File: config.mk
export PLATFORM = sky130hd
export DESIGN_NAME = fetch_unit
export DESIGN_NICKNAME = d
export VERILOG_FILES = /design/src/rtl/fetch_unit.sv
export SDC_FILE = /design/constraint.sdc
export NUM_CORES = 1
export LEC_CHECK = 0
export ABC_AREA = 1
export BUFFER_PORTS_ARGS = -buffer_cell sky130_fd_sc_hd__buf_2
export CORE_ASPECT_RATIO = 0.6
export CORE_UTILIZATION = 25
export DETAILED_ROUTE_END_ITERATION = 12
export HOLD_SLACK_MARGIN = 0.06
export PLACE_DENSITY_LB_ADDON = 0.1
export REMOVE_ABC_BUFFERS = 1
export SYNTH_ARGS = -nofsm -noshare
export SYNTH_HDL_FRONTEND = slang
export SYNTH_SLANG_ARGS = --single-unit
export TNS_END_PERCENT = 1
File: constraint.sdc
create_clock -name clk_i -period 6.3 [get_ports clk_i]
set_clock_uncertainty 0.2 [all_clocks]
set_input_delay 1.89 -clock clk_i [delete_from_list [all_inputs] [get_ports clk_i]]
set_output_delay 1.89 -clock clk_i [all_outputs]
set_load 0.01 [all_outputs]
File: src/rtl/fetch_unit.sv
// Instruction fetch: owns the PC, issues one SRAM word read per cycle, buffers {instr, pc} in a FIFO.
// Optional pop counter on perf_fetch_cnt_o when FETCH_PERF_CNT_EN is defined.
module fetch_unit #(
  parameter logic [31:0] RESET_PC = 32'h0000_0004,
  parameter int          DEPTH    = 2
) (
  input  logic        clk_i,
  input  logic        rst_ni,
  output logic        mem_req_o,
  output logic        mem_we_o,
  output logic [31:0] mem_addr_o,
  output logic [31:0] mem_wdata_o,
  input  logic [31:0] mem_rdata_i,
  output logic        instr_valid_o,
  input  logic        instr_ready_i,
  output logic [31:0] instr_o,
  output logic [31:0] instr_pc_o,
  input  logic        redirect_i,
  input  logic [31:0] redirect_pc_i
`ifdef FETCH_PERF_CNT_EN
  ,
  output logic [31:0] perf_fetch_cnt_o
`endif
);

  localparam int AW = (DEPTH > 1) ? $clog2(DEPTH) : 1;
  localparam int CW = AW + 1;

  logic [31:0]   pc;
  logic [31:0]   pend_pc;
  logic          pend;
  logic [CW-1:0] count;
  logic [AW-1:0] rd_ptr;
  logic [AW-1:0] wr_ptr;
  logic [31:0]   fifo_instr [DEPTH];
  logic [31:0]   fifo_pc    [DEPTH];
  logic          pop;
  logic          push;
  logic [CW:0]   occ;

  assign pop  = instr_valid_o & instr_ready_i;
  assign push = pend & ~redirect_i;

  // Slots already promised to buffered or in-flight words; a pop this cycle frees one.
  assign occ = {1'b0, count} + (CW+1)'(pend) - (CW+1)'(pop);

  assign mem_req_o   = rst_ni & ~redirect_i & (occ < (CW+1)'(DEPTH));
  assign mem_we_o    = 1'b0;
  assign mem_wdata_o = 32'h0;
  assign mem_addr_o  = {2'b00, pc[31:2]};

  assign instr_valid_o = (count != '0);
  assign instr_o       = instr_valid_o ? fifo_instr[rd_ptr] : 32'h0;
  assign instr_pc_o    = instr_valid_o ? fifo_pc[rd_ptr]    : 32'h0;

  always_ff @(posedge clk_i or negedge rst_ni) begin
    if (!rst_ni) begin
      pc      <= RESET_PC;
      pend    <= 1'b0;
      pend_pc <= 32'h0;
      count   <= '0;
      rd_ptr  <= '0;
      wr_ptr  <= '0;
    end else begin
      pend <= mem_req_o;
      if (mem_req_o) begin
        pc      <= pc + 32'd4;
        pend_pc <= pc;
      end
      if (redirect_i) begin
        pc     <= redirect_pc_i & ~32'h3;
        count  <= '0;
        rd_ptr <= '0;
        wr_ptr <= '0;
      end else begin
        if (push) wr_ptr <= wr_ptr + AW'(1);
        if (pop)  rd_ptr <= rd_ptr + AW'(1);
        count <= count + CW'(push) - CW'(pop);
      end
    end
  end

  // Storage needs no reset: outputs are masked while the FIFO is empty.
  always_ff @(posedge clk_i) begin
    if (push) begin
      fifo_instr[wr_ptr] <= mem_rdata_i;
      fifo_pc[wr_ptr]    <= pend_pc;
    end
  end

`ifdef FETCH_PERF_CNT_EN
  always_ff @(posedge clk_i or negedge rst_ni) begin
    if (!rst_ni) begin
      perf_fetch_cnt_o <= 32'h0;
    end else if (pop) begin
      perf_fetch_cnt_o <= perf_fetch_cnt_o + 32'd1;
    end
  end
`else
  // Counter absent in this build.
`endif

endmodule

# After elaboration in Yosys (flattened, before gate mapping)
# Memory sizes are Yosys's and may differ from the RTL's.
# Cells that the tools add are included.
dict set report word_totals {
  regBits 69
  mem_bits_rw 128
  inputBits 68
  output_inout_bits 131
  word_cells 36
  n_memories 2
}
# memory depth word_bits rd rd_ports_with_merged_regs wr line
set mem_list {}
lappend mem_list {fifo_instr 2 32 1 0 1 35} ;# logic [31:0] fifo_instr [DEPTH];
lappend mem_list {fifo_pc 2 32 1 0 1 36} ;# logic [31:0] fifo_pc [DEPTH];
dict set report classes {
  addsub 7
  magnitude_cmp 1
  mux 11
  bitwise_logic 5
  n_reduce_logical 4
}
# operator n
set op_table {}
lappend op_table {{$mux 32} 4}
lappend op_table {{$add 32x3->32 const B} 1}
lappend op_table {{$reduce_bool 2->1} 4}
lappend op_table {{$mux 1} 6}
lappend op_table {{$and 1x1->1} 4}
lappend op_table {{$add 2x1->3} 1}
lappend op_table {{$lt 3x2->1 const B} 1}
lappend op_table {{$sub 3x1->3} 1}
lappend op_table {{$add 1x1->1 const B} 2}
lappend op_table {{$add 2x1->2} 1}
lappend op_table {{$mux 2} 1}
lappend op_table {{$sub 2x1->2} 1}
lappend op_table {{$not 1->1} 1}

# Longest topological paths before layout
dict set report logic_depth {
  word_depth 7
  mapped_depth 18
  ltp_nobuf 16
}

# Least setup slack after synthesis
# Ideal clock, no wire load.
dict set report synth_timing {
  path_kind {input -> register}
  startpoint {in redirect_i}
  endpoint {mem fifo_instr[0][0], enable pin}
  setup_ns 0.482
  t_arrival_ns 5.027
  required_ns 5.618
  path_slack_ns 0.591
  cell_stages 5
  path_buffers 2
  path_cell_list {buf_2 > inv_2 > buf_2 > nand2_1 > nor2_1}
}
dict set report synth_via {
  elab_chain_len 4
}
# element line
set synth_rtl {}
lappend synth_rtl {{start, declared} 18} ;# input logic redirect_i,
lappend synth_rtl {{$not 1->1} 42} ;# assign push = pend & ~redirect_i;
lappend synth_rtl {{$and 1x1->1} 42}
lappend synth_rtl {{$mux 1} 85} ;# if (push) begin
lappend synth_rtl {{$mux 1 (implied by the code)} 86} ;# fifo_instr[wr_ptr] <= mem_rdata_i;
lappend synth_rtl {{end, declared} 35}
# No other way between the ends.

# Worst setup path in the final report
dict set report layout_timing {
  startpoint {in instr_ready_i}
  endpoint {out mem_req_o}
}
dict set report layout_via {
  elab_chain_len 4
}
# element line
set layout_rtl {}
lappend layout_rtl {{start, declared} 15} ;# input logic instr_ready_i,
lappend layout_rtl {{$and 1x1->1} 41} ;# assign pop = instr_valid_o & instr_ready_i;
lappend layout_rtl {{$sub 3x1->3} 45} ;# assign occ = {1'b0, count} + (CW+1)'(pend) - (CW+1)'(pop);
lappend layout_rtl {{$lt 3x2->1} 47} ;# assign mem_req_o = rst_ni & ~redirect_i & (occ < (CW+1)'(DEPTH));
lappend layout_rtl {{$and 1x1->1} 47}
lappend layout_rtl {{end, declared} 9} ;# output logic mem_req_o,
# No other way between the ends.

==> flow_summary.yaml <==
power:
  power.leakage_uw: 0.00458
  max-vdd-ir-drop_v: 0.000190
  power.switching_uw: 1540
  power.density_nw_per_um2: 404
  p_int_uw: 2660
  p_seq_frac: 0.444
  power.total_uw: 4200
  combPwrFrac: 0.276
  power_frac_clock: 0.279
  switching_share: 0.367
setup_path:
  critPathBufInv: 4
  crit_family: "simple AND/OR/NAND/NOR gates"
  cp_slowest_cell: "fa_1"
  path_max_fanout: 3
  start_kind: "primary input"
  worstPathCellList: "buf_2 > nand2_1 > inv_1 > nand2_1 > o21ai_0 > nand2_1 > fa_1 > nand2_1 > nor2_2 > nand2_2 > inv_2 > buf_2"
  cp.required_ns: 4.21
  max_stage_delay_ns: 0.48
  endpoint_kind: "primary output"
  arrival_ns: 3.29
  cp_common_cell: "nand2_1"
  critPathKind: "in2out"
layout:
  n_fill_cell: 3582
  fin_cells: 1541
  drive_gt1_frac: 0.211
  area_delta_synth_final_pct: 20.8
  post-route-cell-area_sq_um: 10400
  final_common_cell: "nand2_1"
  n_antenna_cell: 0
  nets: 1141
  most-common-layout-cells: "303 x nand2_1, 159 x buf_2, 124 x edfxtp_1"
timing:
  rsz0062_at_grt: "false"
  setup_viol: 0
  drv_slew: 0
  fin_tns_setup_ns: 0
  relSlewSlack: 0.385
  finalHoldViolations: 0
  fin_crit_ns: 5.38
  tightest_slew_ns: 0.921
  setup_slack_ns: 0.920
  max_freq_ghz: 0.186
  period_share: 0.854
global_route:
  grt_pass1_wl_um: 39000
  antenna_found_initial: 0
  grt_pass1_vias: 6147
  grt_util_all_layers: 0.150
  grt_remaining_overflow: 0
  grt_start_max_net_pins: 63
routing:
  antenna_left: 0
  drtIter0Drc: 407
  firstDrtPassIters: 5
  remaining_drc_errors: 0
  vias: 6391
  wirelength_um: 25800
  routed_wire_length_per_instance_um: 16.8
  viasPerCell: 4.15
min_path:
  hp-class: "reg2reg"
cts:
  worst_setup_hold_path_clk_slew_ns: 0.07
  ctsResizeCount: 0
  ctsHtreeMaxLevel: 4
  cts_buffers: 17
  cts_root_buffer: "clkbuf_16"
  clk_path_buf_depth: 2
  clock_sinks: 189
  post-cts-setup-buffers: 0
  cts_hold_buf: 0
  cts_tree: "built"
  clk_latency_ns: 0.44
die:
  rows: 52
  die-area_sq_um: 35200
  core-area_sq_um: 33800
  start_util: 0.255
  ios: 199
  fp.dieW_um: 242
  die_h_um: 146
logic_synthesis:
  yosys_register_bits: 189
  synth_cells: 917
  netlist_area_sq_um: 8610
  synth_cell_types: 26
  syn_area_per_cell_sq_um: 9.38
  seq_area_frac_synth: 0.622
  synth_warnings: 0
placement:
  dpl_worst_slack_ns: 0.886
  dp_hpwl_um: 16600
  portBuffers: 159
  globalplace.congestion: 0.768
  dp.cells: 1509
  placed_cell_area_sq_um: 9770
run_status:
  status: "finished clean"
run:
  cap_violations: 0
[synth_stat cells (all sizes together)]
master,instances,share of area
nand3,63,0.037
o22ai,1,0.00073
o21ai,32,0.019
ha,3,0.0044
or2,1,0.00073
nor2,100,0.049
dfstp,1,0.0031
o211ai,6,0.0052
fa,1,0.0023
dfrtp,64,0.19
buf,55,0.047
and2,1,0.00073
conb,1,0.00044
clkbuf,18,0.0079
edfxtp,124,0.43
a21oi,63,0.037
xor2,1,0.0010
xnor2,1,0.0010
nand2,304,0.13
inv,77,0.034
[logic make-up (layout without fill, tap and decap cells)]
family,count (synthesis),in the layout,share of synthesized area
buf+inv,150,279,0.0883
fa+ha+maj,4,4,0.00669
xor+xnor,2,2,0.00204
compound gates,102,102,0.0612
other cells,1,37,0.000436
flops,189,189,0.622
simple gates,469,469,0.220
[stage by stage]
step	utilization	hold WS (ns)
after CTS	0.308	0.274
after global placement	0.289	0.261
after global routing	0.308	0.292
after floorplan	-	0.242
after detailed placement	0.289	0.256
final	0.308	0.272
[state kept, by name (all words and copies together) (netlist names)]
name,cells
pend,1
rd_ptr,1
fifo_pc,60
pc,30
fifo_instr,64
wr_ptr,1
count,2
pend_pc,30
[path summary, 6_finish.rpt]
kind / start / to / slack [ns] / cells past startpoint
max: instr_ready_i / mem_req_o / 0.92 / 12
min: pend_pc[7] / fifo_pc[1][7] / 0.27 / 0
max reg2reg: count[1] / pc[18] / 3.07 / 16
min reg2reg: pend_pc[7] / fifo_pc[1][7] / 0.27 / 0
max in group asynchronous: rst_ni / rd_ptr / 3.62 / 2
min in group asynchronous: rst_ni / pend_pc[2] / 1.12 / 1
[per-layer routing]
layer | wire (um) | track usage | vias to the layer above
li1 | - | - | 3210
met1 | 13700 | 0.231 | 3051
met2 | 10600 | 0.205 | 123
met3 | 1270 | 0.0413 | 7
met4 | 180 | 0.0318 | 0
met5 | 0 | 0 | -
[layout make-up]
class,count,area [sq um],share of cell area
multi-input cells,614,2650,0.255
repair buffers,170,903,0.0869
well taps,459,574,0.0552
clock buffers,19,453,0.0436
clock inverters,13,176,0.0170
inverters,77,289,0.0278
flip-flops and latches,189,5350,0.515
[power by group through the flow]
| stage | combinational (uW) | sequential, uW | clock (uW) |
|---|---|---|---|
| final | 1160 | 1870 | 1170 |
| after floorplan | 613 | 1880 | 0 |
| after global routing | 1320 | 1910 | 1260 |
| after CTS | 1190 | 1870 | 1210 |
| after global placement | 1190 | 1890 | 0 |
| after detailed placement | 1190 | 1890 | 0 |
(Power assumes the default switching activity.)
